### config.mk
export PLATFORM = sky130hd
export DESIGN_NAME = serial_word_feeder_flat
export DESIGN_NICKNAME = d
export VERILOG_FILES = /design/src/rtl/serial_word_feeder_if.sv /design/src/rtl/serial_word_feeder.sv /design/src/flat_wrapper.sv
export SDC_FILE = /design/constraint.sdc
export NUM_CORES = 1
export LEC_CHECK = 0
export BUFFER_PORTS_ARGS = -buffer_cell sky130_fd_sc_hd__buf_2
export CORE_MARGIN = 4
export CORE_UTILIZATION = 37
export DETAILED_ROUTE_END_ITERATION = 10
export GPL_ROUTABILITY_DRIVEN = 1
export MAX_ROUTING_LAYER = met4
export PLACE_DENSITY = 0.54
export SYNTH_ARGS = -nofsm -noshare
export SYNTH_HDL_FRONTEND = slang
export SYNTH_SLANG_ARGS = --single-unit
### constraint.sdc
create_clock -name t_clock -period 3.8 [get_ports t_clock]
set_input_delay 0.76 -clock t_clock [delete_from_list [all_inputs] [get_ports t_clock]]
set_output_delay 0.76 -clock t_clock [all_outputs]
set_load 0.005 [all_outputs]
### src/rtl/serial_word_feeder_if.sv
// Word-in / bit-out bundle for the serial feeder: parallel valid/ready input side
// plus the registered serial output, framing strobes and busy flag.
interface serial_word_feeder_if #(
  parameter int WIDTH = 8
);
  logic [WIDTH-1:0] in_data;
  logic             in_valid;
  logic             in_ready;
  logic             x;
  logic             x_valid;
  logic             sof;
  logic             eof;
  logic             busy;

  modport master (
    output in_data, in_valid,
    input  in_ready, x, x_valid, sof, eof, busy
  );

  modport slave (
    input  in_data, in_valid,
    output in_ready, x, x_valid, sof, eof, busy
  );
endinterface

### src/rtl/serial_word_feeder.sv
// Parallel-to-serial feeder, LSB first, sof/eof framed; bit k of a word accepted at edge N shows from edge N+k.
// in_ready only in IDLE, last bit (GAP=0) or last gap cycle; in_data is ignored otherwise.
module serial_word_feeder #(
  parameter int WIDTH = 8,
  parameter int GAP   = 1
) (
  input logic                t_clock,
  input logic                r,
  serial_word_feeder_if.slave sif
);

  localparam int              CW       = (WIDTH > 1) ? $clog2(WIDTH) : 1;
  localparam logic [CW-1:0]   CNT_LAST = CW'(WIDTH - 1);
  localparam logic [CW-1:0]   CNT_PEN  = CW'(WIDTH - 2);
  localparam logic [3:0]      GAP_LAST = (GAP > 0) ? 4'(GAP - 1) : 4'd0;

  localparam logic [1:0] ST_IDLE  = 2'd0;
  localparam logic [1:0] ST_SHIFT = 2'd1;
  localparam logic [1:0] ST_GAP   = 2'd2;

  logic [1:0]       state;
  logic [CW-1:0]    cnt;
  logic [3:0]       gap_cnt;
  logic [WIDTH-1:0] sreg;
  logic             x_valid_q;
  logic             sof_q;
  logic             eof_q;
  logic             ready;
  logic             xfer;

  // Ready is gated by reset so no word can be taken while r is low.
  assign ready = r & ((state == ST_IDLE) |
                      ((state == ST_SHIFT) & (cnt == CNT_LAST) & (GAP == 0)) |
                      ((state == ST_GAP) & (gap_cnt == GAP_LAST)));
  assign xfer  = sif.in_valid & ready;

  // sreg[0] is the serial bit itself; sreg is zeroed outside SHIFT so x idles low.
  always_ff @(posedge t_clock or negedge r) begin
    if (!r) begin
      state     <= ST_IDLE;
      cnt       <= '0;
      gap_cnt   <= '0;
      sreg      <= '0;
      x_valid_q <= 1'b0;
      sof_q     <= 1'b0;
      eof_q     <= 1'b0;
    end else if (xfer) begin
      state     <= ST_SHIFT;
      cnt       <= '0;
      gap_cnt   <= '0;
      sreg      <= sif.in_data;
      x_valid_q <= 1'b1;
      sof_q     <= 1'b1;
      eof_q     <= 1'b0;
    end else begin
      case (state)
        ST_SHIFT: begin
          if (cnt != CNT_LAST) begin
            cnt   <= cnt + 1'b1;
            sreg  <= {1'b0, sreg[WIDTH-1:1]};
            sof_q <= 1'b0;
            eof_q <= (cnt == CNT_PEN);
          end else begin
            sreg      <= '0;
            x_valid_q <= 1'b0;
            sof_q     <= 1'b0;
            eof_q     <= 1'b0;
            gap_cnt   <= '0;
            state     <= (GAP > 0) ? ST_GAP : ST_IDLE;
          end
        end
        ST_GAP: begin
          if (gap_cnt == GAP_LAST) state <= ST_IDLE;
          else                     gap_cnt <= gap_cnt + 1'b1;
        end
        default: state <= ST_IDLE;
      endcase
    end
  end

  assign sif.in_ready = ready;
  assign sif.x        = sreg[0];
  assign sif.x_valid  = x_valid_q;
  assign sif.sof      = sof_q;
  assign sif.eof      = eof_q;
  assign sif.busy     = (state != ST_IDLE);

endmodule

### src/flat_wrapper.sv
// flat-port wrapper written by rule: the top's interface ports become plain ports
module serial_word_feeder_flat 
#(
  parameter int WIDTH = 8,
  parameter int GAP   = 1
)
  (t_clock, r, sif_in_data, sif_in_valid, sif_in_ready, sif_x, sif_x_valid, sif_sof, sif_eof, sif_busy);
  serial_word_feeder_if #(.WIDTH(WIDTH)) sif_i ();
  input logic t_clock;
  input logic r;
  input wire logic [$bits(sif_i.in_data)-1:0] sif_in_data;
  input wire logic [$bits(sif_i.in_valid)-1:0] sif_in_valid;
  output wire logic [$bits(sif_i.in_ready)-1:0] sif_in_ready;
  output wire logic [$bits(sif_i.x)-1:0] sif_x;
  output wire logic [$bits(sif_i.x_valid)-1:0] sif_x_valid;
  output wire logic [$bits(sif_i.sof)-1:0] sif_sof;
  output wire logic [$bits(sif_i.eof)-1:0] sif_eof;
  output wire logic [$bits(sif_i.busy)-1:0] sif_busy;
  assign sif_i.in_data = sif_in_data;
  assign sif_i.in_valid = sif_in_valid;
  assign sif_in_ready = sif_i.in_ready;
  assign sif_x = sif_i.x;
  assign sif_x_valid = sif_i.x_valid;
  assign sif_sof = sif_i.sof;
  assign sif_eof = sif_i.eof;
  assign sif_busy = sif_i.busy;
  serial_word_feeder #(.WIDTH(WIDTH), .GAP(GAP)) u_core (.t_clock(t_clock), .r(r), .sif(sif_i));
endmodule
==> results.py, run 1 <==
metrics = {
    "setup_path": {
        "r2r_start": "u_core.state[0]",
        "cp-end-kind": "output pin",
        "r2r_setup_slack_ps": 1820,
        "worst_endpoint_required_time_ps": 3040,
        "critical_path.max_fanout": 5,
        "setup.worst_path.end": "sif_in_ready",
        "worstReg2RegEnd": "u_core.gap_cnt[1]",
        "cp_data_arrival_time_ps": 1620,
        "criticalPathCategory": "register to output pin",
        "startpoint": "u_core.gap_cnt[0]",
        "setup.worst_path.start_class": "register",
        "worstRegToRegCells": 6,
    },
    "route": {
        "route.detailed.drc": 0,
        "avgRoutedWirePerCell_um": 13.3,
        "wl_met2_um": 973,
        "detail_route.wirelength_um": 2050,
        "m1WireLength_um": 985,
        "drt.antenna.violating_nets": 0,
        "detail_route.iter0.violations": 12,
        "maxUsedRoutingLayer": "met4",
        "drtPass1Iterations": 4,
        "met3_wirelength_um": 70,
        "route.detailed.vias_per_inst": 5.14,
        "vias": 791,
    },
    "run": {
        "cap_violations": 0,
    },
    "pwr": {
        "max-vdd-ir-drop_mv": 0.337,
        "p_clk_share_pct": 16.8,
        "p_int_w": 0.000475,
        "p_leak_nw": 0.588,
        "cellPowerDensity_nw_per_um2": 620,
        "seq_power_share_pct": 43.4,
        "switching_share_pct": 36.3,
        "share_comb_of_total_power_pct": 39.7,
        "p_sw_w": 0.000271,
    },
    "yosys": {
        "synthCells": 107,
        "synth.avg_cell_area_sq_um": 9.97,
        "yosys_warnings": 0,
        "synth.lib_cells_used.distinct": 30,
        "syn-cell-area_sq_um": 1070,
        "synthesis.nets": 127,
        "yosys_register_bits": 20,
        "synth_sequential_area_ratio_pct": 46.9,
    },
    "sta": {
        "worst_slew_margin_relative_to_its_limit_pct": 46.9,
        "drv_slew": 0,
        "finalCritPeriodShare_pct": 62.7,
        "final_hold_viol_count": 0,
        "final.setup.tns_ps": 0,
        "timing.final.setup_violations": 0,
        "rsz0062_at_grt": "false",
        "finalWorstSetupSlack_ps": 1420,
        "layout_min_cycle_time_ps": 2380,
        "clock.fmax_ghz": 0.420,
        "worst_slew_pin_slew_ps": 793,
        "timing.clock.skew_ps": 2.30,
    },
    "cts": {
        "clock_sink_count": 20,
        "tritoncts": "done",
        "clock_path_buffers": 2,
        "clkSlewWorstSetupHoldPaths_ps": 120,
        "cts_made_buffers": 3,
        "cts_hold_buffers": 0,
        "later_pin_clock_latency_in_the_skew_report_ps": 300,
        "cts.htree.levels": 1,
        "post-cts-setup-buffers": 0,
        "cts_root_buf": "sky130_fd_sc_hd__clkbuf_4",
        "cts_repair_resize_count": 0,
    },
    "place": {
        "dpl_cell_area_sq_um": 1170,
        "gp_congestion": 0.774,
        "dp_slack_ps": 1520,
        "io_buffers": 16,
        "place.detailed.hpwl_um": 1500,
        "place.detailed.instances": 150,
    },
    "grt": {
        "number_of_global_route_vias_before_repair": 739,
        "grt_start_max_net_pins": 25,
        "global_route.usage.total_pct": 12.8,
        "initial_antenna_violation_count": 0,
        "globalRouteOverflowTotal": 0,
        "grt_first_pass_wirelength_um": 3490,
    },
    "final_layout": {
        "area_used_by_multi_input_combinational_logic_sq_um": 513,
        "layout.cell_area.non_filler_sq_um": 1200,
        "fin_cells": 154,
        "utilization_pct": 43.6,
        "fillCellCount": 277,
        "area_growth_pct": 12.7,
        "num-nets-final": 144,
        "antennaDiodeCount": 0,
        "layout-drive-gt1-share_pct": 20.3,
        "register_area_sq_um": 500,
    },
    "run_status": {
        "outcome": "finished clean",
    },
    "die": {
        "initial_utilization_pct": 38.7,
        "floorplan.die.height_um": 61.7,
        "placement_rows": 19,
        "ios": 17,
        "core_sq_um": 2760,
        "die_width_um": 61.7,
        "overall_die_area_sq_um": 3810,
    },
    "worst_hold_path": {
        "worst_hold_path_type": "primary input to asynchronous set/reset pin",
    },
}
cell families (layout without fill, tap and decap cells):
kind of cell             after synthesis  in the layout  synth area share [%]
AND/OR/NAND/NOR                       39             39                  17.6
AO/OA/AOI/OAI                         24             24                  17.7
flip-flops                            20             20                  46.9
buffers and inverters                 13             29                  5.04
adder cells (fa/ha/maj)                9              9                  10.6
XOR/XNOR                               1              1                 0.821
multiplexers                           1              1                  1.41
cell usage in the layout (no fill, tap or decap), types with 2 or more instances in the layout:
cell,synthesis,final
sky130_fd_sc_hd__dfrtp_1,20,20
sky130_fd_sc_hd__nor2_1,18,18
sky130_fd_sc_hd__buf_2,1,16
sky130_fd_sc_hd__nand2_1,11,11
sky130_fd_sc_hd__inv_1,9,9
sky130_fd_sc_hd__ha_1,9,9
sky130_fd_sc_hd__a221oi_1,7,7
sky130_fd_sc_hd__a21oi_1,5,5
sky130_fd_sc_hd__nand3_1,3,3
sky130_fd_sc_hd__clkbuf_4,0,3
sky130_fd_sc_hd__o21ai_0,2,2
sky130_fd_sc_hd__o2bb2ai_1,2,2
cells in the mapped netlist:
| cell | instances | share of area [%] |
|---|---|---|
| sky130_fd_sc_hd__or3_1 | 1 | 0.59 |
| sky130_fd_sc_hd__buf_2 | 1 | 0.47 |
| sky130_fd_sc_hd__o21a_1 | 1 | 0.70 |
| sky130_fd_sc_hd__nor2b_1 | 1 | 0.59 |
| sky130_fd_sc_hd__buf_4 | 1 | 0.70 |
| sky130_fd_sc_hd__xor2_1 | 1 | 0.82 |
| sky130_fd_sc_hd__o211ai_1 | 1 | 0.70 |
| sky130_fd_sc_hd__clkbuf_1 | 2 | 0.70 |
| sky130_fd_sc_hd__nor4bb_4 | 1 | 2.3 |
| sky130_fd_sc_hd__nand2b_1 | 1 | 0.59 |
| sky130_fd_sc_hd__dfrtp_1 | 20 | 47 |
| sky130_fd_sc_hd__o21ai_0 | 2 | 0.94 |
| sky130_fd_sc_hd__a21o_1 | 1 | 0.70 |
| sky130_fd_sc_hd__nand3_1 | 3 | 1.4 |
| sky130_fd_sc_hd__a21oi_1 | 5 | 2.3 |
| sky130_fd_sc_hd__a311o_1 | 1 | 0.94 |
| sky130_fd_sc_hd__ha_1 | 9 | 11 |
| sky130_fd_sc_hd__mux2_4 | 1 | 1.4 |
| sky130_fd_sc_hd__inv_1 | 9 | 3.2 |
| sky130_fd_sc_hd__a221oi_1 | 7 | 5.7 |
| sky130_fd_sc_hd__o211a_4 | 1 | 1.6 |
| sky130_fd_sc_hd__nand3b_1 | 1 | 0.70 |
| sky130_fd_sc_hd__and2_1 | 1 | 0.59 |
| sky130_fd_sc_hd__o31ai_1 | 1 | 0.70 |
| sky130_fd_sc_hd__nor2_1 | 18 | 6.3 |
| sky130_fd_sc_hd__or2_2 | 1 | 0.59 |
| sky130_fd_sc_hd__a32oi_1 | 1 | 0.82 |
| sky130_fd_sc_hd__a21oi_2 | 1 | 0.82 |
| sky130_fd_sc_hd__o2bb2ai_1 | 2 | 1.6 |
| sky130_fd_sc_hd__nand2_1 | 11 | 3.9 |
critical path, stage by stage (launching register included):
cell	delay [ps]
sky130_fd_sc_hd__dfrtp_1	440
sky130_fd_sc_hd__inv_1	70
sky130_fd_sc_hd__ha_1	160
sky130_fd_sc_hd__nor4bb_4	390
sky130_fd_sc_hd__o21a_1	150
sky130_fd_sc_hd__buf_2	100
power groups by stage:
stage / clock [W] / combinational, W / sequential, W
after floorplan: 0 / 0.000232 / 0.000320
after global placement: 0 / 0.000297 / 0.000327
after detailed placement: 0 / 0.000301 / 0.000330
after CTS: 0.000131 / 0.000302 / 0.000326
after global routing: 0.000140 / 0.000342 / 0.000335
final: 0.000126 / 0.000297 / 0.000324
metrics by stage:
stage | total power, W | hold slack, ps
global placement | 0.000624 | 458
finish | 0.000746 | 418
CTS | 0.000759 | 427
detailed placement | 0.000631 | 468
global route | 0.000818 | 441
floorplan | 0.000552 | 464
registers in the layout (all words and copies together) (netlist names):
| name | flops |
|---|---|
| u_core.cnt | 3 |
| u_core.sif.x_valid | 1 |
| u_core.gap_cnt | 4 |
| u_core.sreg | 8 |
| u_core.sif.eof | 1 |
| u_core.sif.sof | 1 |
| u_core.state | 2 |
layer usage:
layer  vias up  GRT usage [%]
met1       376           16.8
met4         0           4.55
met5         -              -
met2        12           20.3
met3         2           1.86
li1        401              -
final cells by class:
type                            instances  share of cell area, %
Tap cell                               31                   3.23
Inverter                                9                   2.81
Sequential cell                        20                   41.6
Timing Repair Buffer                   16                   6.66
Multi-Input combinational cell         74                   42.7
Clock buffer                            4                   3.02
worst min-delay path by stage:
stage	start	endpoint	cells past startpoint
finish	r	u_core.state[0]	1
global route	r	u_core.state[1]	1
CTS	r	u_core.cnt[0]	1
detailed placement	u_core.sif.sof	u_core.sif.sof	1
global placement	u_core.sif.sof	u_core.sif.sof	1
floorplan	r	u_core.cnt[0]	0
(Power assumes the default switching activity.)
==> run 2: changes to the inputs <==
--- a/config.mk
+++ b/config.mk
@@ -11,7 +11,7 @@
 export DETAILED_ROUTE_END_ITERATION = 10
 export GPL_ROUTABILITY_DRIVEN = 1
 export MAX_ROUTING_LAYER = met4
-export PLACE_DENSITY = 0.54
+export PLACE_DENSITY = 0.56
 export SYNTH_ARGS = -nofsm -noshare
 export SYNTH_HDL_FRONTEND = slang
 export SYNTH_SLANG_ARGS = --single-unit
==> constraint.sdc (replaced) <==
create_clock -name t_clock -period 1.98 [get_ports t_clock]
set_input_delay 0.396 -clock t_clock [delete_from_list [all_inputs] [get_ports t_clock]]
set_output_delay 0.396 -clock t_clock [all_outputs]
set_load 0.005 [all_outputs]
==> run 2 against run 1 <==
- via count rose by 7.2%
- non-clock buffer count is 12 higher
- combinational power grew 130%
- largest power group is now combinational cells
- setup slack worse by 1300 ps
- highest routed layer unchanged
- cell count grew 7.8%
- sequential share of layout area decreased by 3.3 points
- register-to-register slack worse by 1600 ps
==> results.py, run 2 (synthesis gave the netlist of run 1 again) <==
metrics = {
    "final_layout": {
        "largestRegisters": "u_core.sreg: 8 flops, u_core.gap_cnt: 4 flops, u_core.cnt: 3 flops",
        "registers.top_by_ff_count": "u_core.sreg",
        "num-nets-final": 156,
        "final_cell_mix": "sky130_fd_sc_hd__dfrtp_1 (20), sky130_fd_sc_hd__nor2_1 (18), sky130_fd_sc_hd__buf_2 (16)",
        "largest_register_ff_count": 8,
        "antennaDiodeCount": 0,
        "most_frequent_standard_cell_in_the_layout_excluding_fill_and_tap_cells": "sky130_fd_sc_hd__dfrtp_1",
        "utilization_pct": 47.4,
        "area_growth_pct": 22.5,
        "layout-drive-gt1-share_pct": 28.1,
        "fillCellCount": 272,
    },
    "sta": {
        "worst_slew_margin_relative_to_its_limit_pct": 66.4,
        "finalCritPeriodShare_pct": 94.5,
        "worst_slew_pin_slew_ps": 500,
        "timing.final.setup_violations": 0,
        "drv_slew": 0,
        "final_hold_viol_count": 0,
        "finalWorstSetupSlack_ps": 109,
        "clock.fmax_ghz": 0.535,
        "layout_min_cycle_time_ps": 1870,
        "timing.clock.skew_ps": 3.36,
    },
    "run": {
        "cap_violations": 0,
    },
    "grt": {
        "initial_antenna_violation_count": 0,
        "number_of_global_route_vias_before_repair": 855,
        "global_route.usage.total_pct": 14.0,
        "globalRouteOverflowTotal": 0,
        "grt_start_max_net_pins": 18,
        "grt_first_pass_wirelength_um": 3740,
    },
    "place": {
        "dp_slack_ps": 179,
        "place.detailed.hpwl_um": 1660,
        "gp_congestion": 0.828,
        "io_buffers": 16,
    },
    "run_status": {
        "outcome": "finished clean",
    },
    "route": {
        "route.detailed.vias_per_inst": 5.11,
        "detail_route.iter0.violations": 19,
        "drtPass1Iterations": 4,
        "route.detailed.drc": 0,
        "avgRoutedWirePerCell_um": 13.6,
        "drt.antenna.violating_nets": 0,
        "detail_route.wirelength_um": 2260,
        "vias": 848,
    },
    "setup_path": {
        "cp-end-kind": "output pin",
        "critical_path.max_fanout": 2,
        "worst_endpoint_required_time_ps": 1580,
        "r2r_setup_slack_ps": 180,
        "criticalPathCategory": "register to output pin",
        "cp_data_arrival_time_ps": 1470,
        "setup.worst_path.start_class": "register",
        "worstRegToRegCells": 7,
    },
    "die": {
        "ios": 17,
        "floorplan.die.height_um": 61.7,
        "die_width_um": 61.7,
        "initial_utilization_pct": 38.7,
        "overall_die_area_sq_um": 3810,
        "core_sq_um": 2760,
        "placement_rows": 19,
    },
    "cts": {
        "clock_path_buffers": 2,
        "cts_made_buffers": 3,
        "cts_root_buf": "sky130_fd_sc_hd__clkbuf_4",
        "later_pin_clock_latency_in_the_skew_report_ps": 300,
        "clock_sink_count": 20,
        "cts.htree.levels": 1,
        "tritoncts": "done",
        "clkSlewWorstSetupHoldPaths_ps": 120,
    },
    "pwr": {
        "cellPowerDensity_nw_per_um2": 1190,
        "max-vdd-ir-drop_mv": 0.639,
        "p_leak_nw": 0.646,
    },
    "worst_hold_path": {
        "worst_hold_path_type": "primary input to register",
        "worst_hold_path_depth": 3,
    },
}
-- run 2: changes by cell type in the layout (fill, tap and decap cells not counted), sizes merged --
cell / change
buf: +11
dlygate4sd3: +1
-- run 2: through the flow --
stage / instances / TNS, ps / total power (W) / hold WS (ps) / instance area (sq um)
final: 166 / 0 / 0.00156 / 284 / 1310
after detailed placement: 154 / 0 / 0.00125 / 243 / 1200
after global routing: 166 / -19.1 / 0.00171 / 271 / 1310
after floorplan: 107 / 0 / 0.00106 / 100 / 1070
after CTS: 160 / 0 / 0.00151 / 274 / 1250
after global placement: 154 / 0 / 0.00123 / 240 / 1200
-- run 2: what timing repair did --
item | 4_1_cts | 5_1_grt
resized for setup | 0 | 3
setup endpoints to repair | 1 | 2
pin swaps | 0 | 3
hold endpoints to repair | 3 | 0
hold buffers | 1 | 0
buffers inserted | 1 | 6
-- run 2: power by group --
part | switching [W] | leakage [nW] | internal [W]
clock network | 0.000128 | 0.0210 | 0.000112
logic | 0.000349 | 0.374 | 0.000338
registers | 0.0000882 | 0.251 | 0.000541
total | 0.000565 | 0.646 | 0.000991
-- run 2: routing by layer --
metal,vias up,global-route usage (%),wire length [um]
met1,409,17.2,1010
met2,11,22.7,1170
met5,-,-,0
li1,426,-,-
met4,0,5.45,20
met3,2,2.48,60
-- run 2: cell type report --
type / count / area, sq um / area share, %
Multi-Input combinational cell: 74 / 526 / 40.2
Sequential cell: 20 / 500 / 38.3
Tap cell: 31 / 38.8 / 2.97
Clock buffer: 4 / 36.3 / 2.78
Timing Repair Buffer: 28 / 173 / 13.2
Inverter: 9 / 33.8 / 2.58
-- run 2: path summary, 6_finish.rpt --
kind	end	start
min in group asynchronous	u_core.gap_cnt[0]	r
max reg2reg	u_core.state[1]	u_core.state[0]
min reg2reg	u_core.sif.x_valid	u_core.sif.x_valid
max	sif_in_ready	u_core.state[0]
min	u_core.sreg[7]	sif_in_data[7]
max in group asynchronous	u_core.sreg[5]	r
-- run 2: worst max-delay path: stages, from the launching register on --
cell and delay [ps]:
sky130_fd_sc_hd__dfrtp_1 410, sky130_fd_sc_hd__inv_2 80, sky130_fd_sc_hd__ha_4 130, sky130_fd_sc_hd__nor4bb_4 290, sky130_fd_sc_hd__o21a_1 160, sky130_fd_sc_hd__buf_2 100
==> run 3: changes to the inputs <==
--- a/config.mk
+++ b/config.mk
@@ -10,8 +10,10 @@
 export CORE_UTILIZATION = 37
 export DETAILED_ROUTE_END_ITERATION = 10
 export GPL_ROUTABILITY_DRIVEN = 1
+export GPL_TIMING_DRIVEN = 0
 export MAX_ROUTING_LAYER = met4
 export PLACE_DENSITY = 0.56
+export SETUP_SLACK_MARGIN = 0.2
 export SYNTH_ARGS = -nofsm -noshare
 export SYNTH_HDL_FRONTEND = slang
 export SYNTH_SLANG_ARGS = --single-unit
==> run 3 against run 2 <==
- core utilization increased by 5.0 points
- wire length is 10% higher
- critical endpoint unchanged
- combinational power rose by 27%
- sequential cell count did not move
- setup slack got worse by 52 ps
- sequential power up 1%
- highest routed layer unchanged
- power rose by 12%
- first-iteration DRC count is 21% lower
- critical path depth unchanged
- sequential share of layout area down 3.7 points
- register-to-register slack barely moved
- hold slack worse by 220 ps
==> results.py, run 3 (synthesis gave the netlist of run 1 again) <==
metrics = {
    "cts": {
        "later_pin_clock_latency_in_the_skew_report_ps": 300,
        "clock_path_buffers": 2,
        "clkSlewWorstSetupHoldPaths_ps": 120,
        "clock_sink_count": 20,
        "tritoncts": "done",
        "cts.htree.levels": 1,
        "cts_root_buf": "sky130_fd_sc_hd__clkbuf_4",
        "cts_hold_buffers": 0,
        "cts_made_buffers": 3,
    },
    "setup_path": {
        "r2r_setup_slack_ps": 190,
        "cp-end-kind": "output pin",
        "worst_endpoint_required_time_ps": 1580,
        "worstRegToRegCells": 7,
        "criticalPathCategory": "register to output pin",
        "crit_path_max_incr_delay_ps": 420,
        "setup.worst_path.start_class": "register",
        "critical_path_cell_with_the_highest_stage_delay": "sky130_fd_sc_hd__dfrtp_1",
        "critical_path.max_fanout": 2,
        "worstReg2RegEnd": "u_core.sreg[0]",
        "critical-path-top-delay-family": "flip-flops",
        "cp_data_arrival_time_ps": 1530,
        "cp_cell_sequence": "inv_2 -> ha_4 -> nor4bb_4 -> o21a_1 -> buf_2",
        "critical_path.n_buffers_inverters": 2,
        "r2r_start": "u_core.state[1]",
    },
    "final_layout": {
        "antennaDiodeCount": 0,
        "registers.top_by_ff_count": "u_core.sreg",
        "num-nets-final": 162,
        "final_cell_mix": "sky130_fd_sc_hd__dfrtp_1 (20), sky130_fd_sc_hd__buf_2 (16), sky130_fd_sc_hd__buf_4 (15)",
        "most_frequent_standard_cell_in_the_layout_excluding_fill_and_tap_cells": "sky130_fd_sc_hd__dfrtp_1",
        "largest_register_ff_count": 8,
        "fillCellCount": 264,
        "utilization_pct": 52.5,
        "area_used_by_multi_input_combinational_logic_sq_um": 618,
        "register_area_sq_um": 500,
        "largestRegisters": "u_core.sreg: 8 flops, u_core.gap_cnt: 4 flops, u_core.cnt: 3 flops",
        "area_growth_pct": 35.5,
        "layout-drive-gt1-share_pct": 43.3,
    },
    "grt": {
        "global_route.usage.total_pct": 14.0,
        "globalRouteOverflowTotal": 0,
        "grt_first_pass_wirelength_um": 3800,
        "number_of_global_route_vias_before_repair": 877,
        "grt_start_max_net_pins": 25,
        "initial_antenna_violation_count": 0,
    },
    "pwr": {
        "p_leak_nw": 0.685,
        "max-vdd-ir-drop_mv": 0.669,
        "seq_power_share_pct": 36.4,
        "p_int_w": 0.00111,
        "share_comb_of_total_power_pct": 49.8,
        "p_sw_w": 0.000638,
        "p_clk_share_pct": 13.7,
        "cellPowerDensity_nw_per_um2": 1210,
        "switching_share_pct": 36.5,
    },
    "sta": {
        "final_hold_viol_count": 0,
        "clock.fmax_ghz": 0.520,
        "timing.clock.skew_ps": 8.28,
        "rsz0062_at_grt": "true",
        "layout_min_cycle_time_ps": 1920,
        "worst_slew_margin_relative_to_its_limit_pct": 63.8,
        "drv_slew": 0,
        "final.setup.tns_ps": 0,
        "worst_slew_pin_slew_ps": 543,
        "timing.final.setup_violations": 0,
        "finalCritPeriodShare_pct": 97.1,
    },
    "die": {
        "die_width_um": 61.7,
        "overall_die_area_sq_um": 3810,
        "core_sq_um": 2760,
        "placement_rows": 19,
        "initial_utilization_pct": 38.7,
        "ios": 17,
        "floorplan.die.height_um": 61.7,
    },
    "run_status": {
        "outcome": "finished clean",
    },
    "place": {
        "gp_congestion": 0.728,
        "place.detailed.hpwl_um": 1550,
        "io_buffers": 16,
    },
    "route": {
        "route.detailed.drc": 0,
        "detail_route.iter0.violations": 15,
        "drtPass1Iterations": 4,
        "drt.antenna.violating_nets": 0,
        "route.detailed.vias_per_inst": 5.20,
        "vias": 894,
        "detail_route.wirelength_um": 2500,
        "avgRoutedWirePerCell_um": 14.5,
    },
    "run": {
        "cap_violations": 0,
    },
    "worst_hold_path": {
        "worst_hold_path_type": "primary input to asynchronous set/reset pin",
    },
}
-- run 3: routing by layer --
metal	up-vias	GRT usage (%)	share of wire, %
li1	435	-	-
met1	446	16.9	45
met2	11	23.2	52
met3	2	2.48	2.8
met4	0	5.45	0.68
met5	-	-	0
-- run 3: timing repair --
action                     4_1_cts  5_1_grt
pin swaps                        2        7
resized for setup                4       31
cloned                           0        1
setup buffers                    6        7
setup endpoints to repair       11       17
-- run 3: worst max-delay path by stage --
stage                                 start           endpoint  slack (ps)  cells after the start
after floorplan           u_core.gap_cnt[0]    u_core.state[1]         360                      6
after global placement      u_core.state[0]  u_core.gap_cnt[0]         150                      7
after detailed placement  u_core.gap_cnt[0]  u_core.gap_cnt[0]         150                      7
after CTS                   u_core.state[0]       sif_in_ready          80                      5
after global routing        u_core.state[0]       sif_in_ready         -40                      5
final                       u_core.state[0]       sif_in_ready          60                      5
-- run 3: power by group through the flow --
stage / Combinational (W) / Sequential [W] / Clock, W
floorplan: 0.000446 / 0.000614 / 0
global placement: 0.000591 / 0.000626 / 0
detailed placement: 0.000596 / 0.000636 / 0
CTS: 0.000660 / 0.000628 / 0.000250
global route: 0.000973 / 0.000656 / 0.000272
finish: 0.000871 / 0.000637 / 0.000240
-- run 3: final cells by class --
class | instances | area share, %
Multi-Input combinational cell | 74 | 42.7
Tap cell | 31 | 2.68
Timing Repair Buffer | 30 | 13.1
Clock buffer | 4 | 2.51
Inverter | 9 | 2.34
Sequential cell | 20 | 34.6
Buffer | 4 | 2.08
-- run 3: per-stage QoR --
step	hold slack (ps)	total power (W)	instance area (sq um)	std cells	worst slack, ps
after global routing	73.2	0.00190	1450	172	-40.1
after floorplan	100	0.00106	1070	107	356
final	62.9	0.00175	1450	172	57.6
after CTS	68.0	0.00154	1280	164	75.2
after detailed placement	413	0.00123	1190	154	152
after global placement	406	0.00122	1190	154	151
